## src/rtl/unified_mem_arbiter.sv

```systemverilog
// Arbiter sharing one unified memory port between the fetch miss path (I) and
// the data access path (D); D has priority, bounded by a starvation counter.
module unified_mem_arbiter #(
  parameter int LINE_W     = 64,
  parameter int STARVE_MAX = 4
) (
  input  logic              clk,
  input  logic              rst,
  input  logic              i_req,
  input  logic [15:0]       i_addr,
  output logic [LINE_W-1:0] i_rdata,
  output logic              i_ready,
  input  logic              d_req,
  input  logic              d_we,
  input  logic [15:0]       d_addr,
  input  logic [LINE_W-1:0] d_wdata,
  output logic [LINE_W-1:0] d_rdata,
  output logic              d_ready,
  output logic              mem_en,
  output logic              mem_we,
  output logic [15:0]       mem_addr,
  output logic [LINE_W-1:0] mem_wdata,
  input  logic [LINE_W-1:0] mem_rdata,
  input  logic              mem_ready,
  output logic              busy,
  output logic              owner_d
);

  typedef enum logic [1:0] {IDLE, SERVE_I, SERVE_D, RESP} state_t;

  localparam logic [3:0] STARVE_LIM = 4'(STARVE_MAX);

  state_t     state, state_nxt;
  logic [3:0] starve_cnt;
  logic       grant_d, grant_i;

  // NOTE: every signal written here gets a default first, so no path leaves it
  // unassigned and no latch is inferred.
  always_comb begin
    state_nxt = state;
    grant_d   = 1'b0;
    grant_i   = 1'b0;
    unique case (state)
      IDLE: begin
        if (d_req && (!i_req || starve_cnt < STARVE_LIM)) begin
          grant_d   = 1'b1;
          state_nxt = SERVE_D;
        end else if (i_req) begin
          grant_i   = 1'b1;
          state_nxt = SERVE_I;
        end
      end
      SERVE_I, SERVE_D: if (mem_ready) state_nxt = RESP;
      RESP:             state_nxt = IDLE;
      default:          state_nxt = IDLE;
    endcase
  end

  // NOTE: sequential state uses non-blocking assignments so every register
  // samples pre-edge values regardless of statement order.
  always_ff @(posedge clk) begin
    if (rst) state <= IDLE;
    else     state <= state_nxt;
  end

  always_ff @(posedge clk) begin
    if (rst) begin
      mem_en     <= 1'b0;
      mem_we     <= 1'b0;
      mem_addr   <= '0;
      mem_wdata  <= '0;
      i_rdata    <= '0;
      d_rdata    <= '0;
      i_ready    <= 1'b0;
      d_ready    <= 1'b0;
      owner_d    <= 1'b0;
      starve_cnt <= '0;
    end else begin
      i_ready <= 1'b0;
      d_ready <= 1'b0;

      if (grant_d) begin
        mem_en    <= 1'b1;
        mem_we    <= d_we;
        mem_addr  <= d_addr;
        mem_wdata <= d_wdata;
        owner_d   <= 1'b1;
      end else if (grant_i) begin
        mem_en   <= 1'b1;
        mem_we   <= 1'b0;
        mem_addr <= i_addr;
        owner_d  <= 1'b0;
      end

      if (state == SERVE_I && mem_ready) begin
        mem_en  <= 1'b0;
        i_rdata <= mem_rdata;
        i_ready <= 1'b1;
      end
      if (state == SERVE_D && mem_ready) begin
        mem_en  <= 1'b0;
        d_ready <= 1'b1;
        if (!mem_we) d_rdata <= mem_rdata;
      end

      // Counts D wins over a waiting fetch; any I grant or idle fetch side clears it.
      if (state == IDLE) begin
        if (grant_d && i_req) begin
          if (starve_cnt < STARVE_LIM) starve_cnt <= starve_cnt + 4'd1;
        end else if (grant_i || !i_req) begin
          starve_cnt <= '0;
        end
      end
    end
  end

  assign busy = (state != IDLE);

endmodule

```

## config.mk

```make
export PLATFORM = sky130hd
export DESIGN_NAME = unified_mem_arbiter
export DESIGN_NICKNAME = d
export VERILOG_FILES = /design/src/rtl/unified_mem_arbiter.sv
export SDC_FILE = /design/constraint.sdc
export NUM_CORES = 1
export LEC_CHECK = 0
export CAP_MARGIN = 20
export CORE_AREA = 2 2 147 149
export CTS_BUF_LIST = sky130_fd_sc_hd__clkbuf_2 sky130_fd_sc_hd__clkbuf_4 sky130_fd_sc_hd__clkbuf_8
export CTS_CLUSTER_SIZE = 40
export DETAILED_ROUTE_END_ITERATION = 10
export DIE_AREA = 0 0 149 151
export GPL_TIMING_DRIVEN = 0
export PLACE_DENSITY = 0.74
export SKIP_LAST_GASP = 1
export SYNTH_ARGS = -nofsm -noshare
export SYNTH_HDL_FRONTEND = slang
export SYNTH_SLANG_ARGS = --single-unit
```

## constraint.sdc

```tcl
create_clock -name clk -period 3.2 [get_ports clk]
set_input_delay 0.8 -clock clk [delete_from_list [all_inputs] [get_ports clk]]
set_output_delay 0.8 -clock clk [all_outputs]
set_load 0.01 [all_outputs]
```

==> results of run 1 <==
[placed cells by master, fill, tap and decap left out, types with 4 or more instances in the layout]
cell type,instances
buf_2,36
buf_1,9
a22o_1,64
ha_1,4
buf_4,9
clkbuf_4,12
o21ai_0,81
nand3_1,80
clkdlybuf4s50_1,378
clkbuf_1,27
clkbuf_8,49
dfxtp_1,219
nor2_1,21
inv_1,4
a21oi_1,132
a311oi_1,16
nand2_1,135
[flip-flops by register name, summed over array words and instances, names as in the netlist]
signal	count
d_ready	1
owner_d	1
starve_cnt	4
mem_we	1
mem_en	1
mem_addr	16
i_ready	1
d_rdata	64
i_rdata	64
state	2
mem_wdata	64
[layer usage]
layer / vias to the layer above / wire length, um / GRT usage, %
li1: 3899 / - / -
met1: 3809 / 10400 / 25.3
met2: 322 / 14600 / 45.1
met3: 46 / 2670 / 8.70
met4: 0 / 766 / 8.19
met5: - / 0 / 0
[synth_stat cells (2+ instances only)]
master,instances
clkbuf_1,27
nor2_1,21
inv_1,4
buf_2,36
dfxtp_1,219
ha_1,4
buf_6,3
buf_4,9
nand3_1,80
a21oi_1,132
buf_1,9
nor3b_1,3
nand2_1,135
o21ai_0,81
nand4_1,2
a22o_1,64
o21a_1,2
o21ai_1,3
a311oi_1,16
[per-stage QoR]
| step | instances | hold slack, ns | util (%) | power, mW | setup WS (ns) |
|---|---|---|---|---|---|
| after floorplan | 865 | 0.445 | - | 4.78 | 1.52 |
| after global placement | 1518 | 0.441 | 57.3 | 6.24 | 0.410 |
| after detailed placement | 1518 | 0.447 | 57.3 | 6.28 | 0.417 |
| after CTS | 1584 | 0.454 | 61.3 | 9.00 | 0.389 |
| after global routing | 1584 | 0.466 | 61.3 | 9.38 | 0.301 |
| final | 1584 | 0.454 | 61.3 | 8.90 | 0.440 |
[final timing paths]
path,startpoint,endpoint,slack [ns],depth (start not counted)
min reg2reg,d_rdata[18],d_rdata[18],0.45,2
max reg2reg,state[0],mem_addr[13],1.37,7
min,d_rdata[18],d_rdata[18],0.45,2
max,state[0],busy,0.44,5
[cells by family after synthesis]
logic type,after synthesis
AOI/OAI and AO/OA,305
and+or+nand+nor,247
DFF,219
buffers and inverters,89
adders and majority gates,4
muxes,1
[layout make-up]
cell class	count	area, um2	area share [%]
clock buffers	61	764	5.99
multi-input cells	557	2990	23.4
flip-flops and latches	219	4380	34.4
repair buffers	378	3780	29.7
inverters	4	15.0	0.118
well taps	275	344	2.70
clock inverters	5	52.6	0.412
plain buffers	85	422	3.31
[worst reg2reg max path: cells and delay by family, from the launching register on]
family	cells	cell delay, ns
buffers and inverters	3	0.56
AO/OA/AOI/OAI	2	0.44
flip-flops	1	0.35
adder cells (fa/ha/maj)	1	0.20
AND/OR/NAND/NOR	1	0.18
[power breakdown]
part	internal [mW]	total, mW	switching, mW	leakage (nW)
Clock	1.59	2.68	1.09	0.434
Sequential	3.17	3.39	0.221	1.78
Combinational	1.42	2.83	1.41	2.46
Total	6.17	8.90	2.73	4.67
==> flow_metrics.py, run 1 <==
metrics = {
    "sta": {
        "setup_viol": 0,
        "fin_crit_sh_pct": 86.2,
        "maxSlewHeadroom_pct": 52.9,
        "tightest_slew_ns": 0.707,
        "rsz0062_at_grt": "no",
        "fmax_mhz": 362,
        "period_needed_ns": 2.76,
        "finalHoldViolations": 0,
        "worst_clock_skew_ns": 0.0123,
        "drv_slew": 0,
        "tns_ns": 0,
    },
    "routing": {
        "viasPerCell": 5.10,
        "dr_total_vias": 8076,
        "wl_per_cell_um": 18.0,
        "drt_pre_antenna_iters": 5,
        "wl_mm": 28.4,
        "drcViolationCount": 0,
        "drt_iter0_drc": 248,
        "antenna_left": 0,
    },
    "logic_synthesis": {
        "ys_ff_latch": 219,
        "ys_seq_area_share_pct": 56.1,
        "synth_top_family_by_area": "compound AO/OA/AOI/OAI gates",
        "synth_fp_nets": 1035,
        "synth_area_leader_cell": "dfxtp_1",
        "synth_xor_area_share_pct": 0,
        "synth.distinct_cells": 34,
        "netlist_area_um2": 7810,
        "synth-edff-count": 0,
        "synthCells": 865,
        "synth_warnings": 0,
        "yosys.area_share.simple_pct": 13.6,
        "ys_top_cells_by_area": "dfxtp_1, a21oi_1, a22o_1, nand2_1, o21ai_0",
        "synth-compound-area-share_pct": 23.9,
        "muxShareOfSynthArea_pct": 0.128,
        "synthArstFlopShare_pct": 0,
        "synth_fa_ha_area_share_pct": 0.641,
        "avgSynthCellArea_um2": 9.03,
        "yosysTopAreaCellShare_pct": 56.1,
        "ys.flop_type": "dfxtp_1",
    },
    "layout": {
        "fillers": 1858,
        "area_delta_synth_final_pct": 63.3,
        "fin_nets": 1453,
        "drive_gt1_share_pct": 9.09,
        "final_cell_area_um2": 12800,
        "diodes": 0,
    },
    "critical_path": {
        "critPathCaptureType": "output port",
        "max_stage_delay_ns": 0.58,
        "path_class": "flop to output port",
        "crit_buf_inv": 4,
        "cp.required_ns": 2.40,
        "crit_top_cell": "inv_1",
        "path_max_fanout": 10,
        "arrival_ns": 1.96,
        "crit_path_cell_trace": "inv_1, ha_1, buf_6, inv_1, clkdlybuf4s50_1",
        "crit_family": "buffers and inverters",
        "slowest_stage": "clkdlybuf4s50_1",
        "cp-start-kind": "flop",
    },
    "global_route": {
        "grt_overflow_total": 0,
        "first_global_vias": 8017,
        "grt_max_degree": 11,
        "grt_first_pass_wirelength_mm": 42.8,
        "antenna_found_initial": 0,
        "grtUsageTotal_pct": 24.3,
    },
    "flow_run": {
        "drv_cap": 0,
    },
    "clock_tree": {
        "htree_num_levels": 2,
        "path_clk_slew_ns": 0.06,
        "cts_resized": 0,
        "cts_root_buffer": "clkbuf_8",
        "cts_buffers": 38,
        "hold_buffers": 0,
        "tritoncts": "yes",
        "cts.sinks": 219,
        "cts_setup_buffers": 0,
        "worstSkewPairLatency_ns": 0.51,
        "cts_buffer_depth": 3,
    },
    "placement": {
        "dp_hpwl_mm": 21.6,
        "io_buffers": 378,
        "postPlaceCellArea_um2": 11900,
        "gp_congestion": 0.868,
    },
    "floorplan": {
        "start_util_pct": 37.5,
        "rows": 53,
        "dieWidth_um": 149,
        "pin_count": 380,
        "core_um2": 20800,
        "die_h_um": 151,
        "die_area_um2": 22500,
    },
    "worst_hold_path": {
        "hold_path.class": "flop to flop",
    },
    "outcome": {
        "status": "finished clean",
    },
    "power_and_ir_drop": {
        "p_per_area_nw_per_um2": 698,
        "p_leak_nw": 4.67,
        "ir_drop_mv": 0.479,
    },
}
Power figures use the tool's default switching activity.
==> inputs of run 2 (changes only) <==
Settings changed: CORE_AREA 2 2 147 149 to unset, CORE_MARGIN set to 2, CORE_UTILIZATION set to 38, DIE_AREA 0 0 149 151 to unset, PLACE_DENSITY 0.74 to 0.87.
Clock period 3.2 ns to 2.35 ns, I/O delays scaled along.
==> run 2 against run 1 <==
  * Clock skew up 0.0033 ns
  * Final area hardly changed
  * Via count rose by 2.3%
  * Critical path depth is the same
  * Setup slack worse by 0.23 ns
  * Clock power up 39%
  * Routed wire length rose by 0.12%
  * Global-route usage rose by 1.1 points
  * Sequential power grew 37%
  * Worst hold slack got worse by 0.022 ns
  * Total power grew 37%
  * Critical path type unchanged
  * Largest cell class unchanged
  * Largest power group unchanged
  * Highest routed layer unchanged
==> flow_metrics.py, run 2 (same netlist as run 1, synthesis figures left out) <==
metrics = {
    "outcome": {
        "status": "finished clean",
    },
    "power_and_ir_drop": {
        "p_per_area_nw_per_um2": 958,
        "p_leak_nw": 4.68,
        "ir_drop_mv": 0.578,
    },
    "sta": {
        "fin_crit_sh_pct": 91.2,
        "rsz0062_at_grt": "no",
        "drv_slew": 0,
        "period_needed_ns": 2.14,
        "fmax_mhz": 466,
        "tightest_slew_ns": 0.649,
        "worst_clock_skew_ns": 0.0156,
        "timing.final.ws_setup_ns": 0.206,
        "finalHoldViolations": 0,
        "setup_viol": 0,
        "maxSlewHeadroom_pct": 56.8,
    },
    "worst_hold_path": {
        "hold_path.class": "primary input to flop",
    },
    "placement": {
        "dp_hpwl_mm": 21.0,
        "post-place-ws_ns": -0.159,
        "io_buffers": 378,
        "gp_congestion": 0.850,
    },
    "routing": {
        "wl_per_cell_um": 18.0,
        "drt_iter0_drc": 341,
        "drt_pre_antenna_iters": 5,
        "antenna_left": 0,
        "top_layer_used": "met4",
        "drcViolationCount": 0,
        "viasPerCell": 5.24,
        "wl_met1_mm": 10.5,
        "wl_mm": 28.5,
        "route.met2.wl_mm": 14.2,
        "dr_total_vias": 8265,
        "wl_met3_mm": 2.68,
    },
    "floorplan": {
        "start_util_pct": 38.6,
        "die_h_um": 147,
        "core_um2": 20200,
        "dieWidth_um": 147,
        "die_area_um2": 21700,
        "rows": 52,
        "pin_count": 380,
    },
    "global_route": {
        "grt_max_degree": 11,
        "grt_first_pass_wirelength_mm": 43.6,
        "first_global_vias": 8115,
        "grtUsageTotal_pct": 25.3,
        "antenna_found_initial": 1,
        "grt_overflow_total": 0,
    },
    "clock_tree": {
        "cts_setup_buffers": 0,
        "cts_buffer_depth": 3,
        "cts_root_buffer": "clkbuf_8",
        "cts_buffers": 37,
        "cts.sinks": 219,
        "path_clk_slew_ns": 0.06,
        "worstSkewPairLatency_ns": 0.51,
        "tritoncts": "yes",
        "htree_num_levels": 2,
    },
    "critical_path": {
        "crit_top_cell": "inv_1",
        "path_max_fanout": 10,
        "slowest_stage": "dfxtp_1",
        "path_class": "flop to output port",
        "max_stage_delay_ns": 0.35,
        "cp-start-kind": "flop",
        "critPathCaptureType": "output port",
        "crit_path_cell_trace": "inv_1, ha_1, buf_6, inv_1, clkbuf_2",
        "crit_buf_inv": 4,
        "cp.required_ns": 1.76,
        "crit_family": "buffers and inverters",
        "arrival_ns": 1.56,
    },
    "layout": {
        "layout_commonest_cell": "clkdlybuf4s50_1",
        "area_delta_synth_final_pct": 63.2,
        "final_util_pct": 63.0,
        "drive_gt1_share_pct": 9.03,
        "fillers": 1617,
        "final_cell_mix": "clkdlybuf4s50_1, dfxtp_1, nand2_1, a21oi_1, o21ai_0",
        "fin_nets": 1452,
        "reg_top3": "d_rdata: 64 flops, i_rdata: 64 flops, mem_wdata: 64 flops",
    },
    "flow_run": {
        "drv_cap": 0,
    },
}
[run 2: repair_timing]
item                                    CTS  global route
hold buffers                              0             0
resized for setup                         2             1
gates cloned                              0             0
endpoints found under the setup margin    1             1
[run 2: through the flow]
step,setup TNS (ns),cell area [um2],total power [mW],std cells,hold slack (ns)
final,0,12700,12.2,1578,0.432
after floorplan,0,7810,6.51,865,0.445
after global routing,0,12700,12.8,1578,0.451
after global placement,-1.26,11900,8.46,1513,0.441
after detailed placement,-2.34,11900,8.56,1513,0.447
after CTS,0,12800,12.3,1577,0.403
[run 2: power by group]
group | internal, mW | switching, mW
Sequential | 4.31 | 0.315
Clock | 2.21 | 1.52
Combinational | 1.92 | 1.94
Total | 8.44 | 3.77
[run 2: area by class of cell]
type / count / area (um2) / share of cell area, %
Antenna cell: 1 / 2.50 / 0.0196
Buffer: 85 / 422 / 3.31
Clock buffer: 58 / 736 / 5.77
Clock inverter: 6 / 83.8 / 0.658
Inverter: 4 / 15.0 / 0.118
Multi-Input combinational cell: 557 / 2990 / 23.4
Sequential cell: 219 / 4380 / 34.4
Tap cell: 270 / 338 / 2.65
Timing Repair Buffer: 378 / 3780 / 29.6
[run 2: per-layer routing]
layer | global-route usage [%] | up-vias
li1 | - | 3896
met1 | 27.6 | 3876
met2 | 44.7 | 404
met3 | 8.23 | 89
met4 | 11.4 | 0
met5 | 0 | -
[run 2: worst paths after layout]
| kind | start | slack (ns) | end | cells after the start |
|---|---|---|---|---|
| max | state[0] | 0.21 | busy | 5 |
| min | i_req | 0.43 | starve_cnt[2] | 3 |
| max reg2reg | state[0] | 0.43 | mem_addr[9] | 7 |
| min reg2reg | d_rdata[34] | 0.45 | d_rdata[34] | 2 |
[run 2: tightest hold or removal path: cells and delay by family]
family                 cells  cell delay [ns]
buffers and inverters      1             0.16
and+or+nand+nor            1             0.09
AOI/OAI and AO/OA          1             0.05
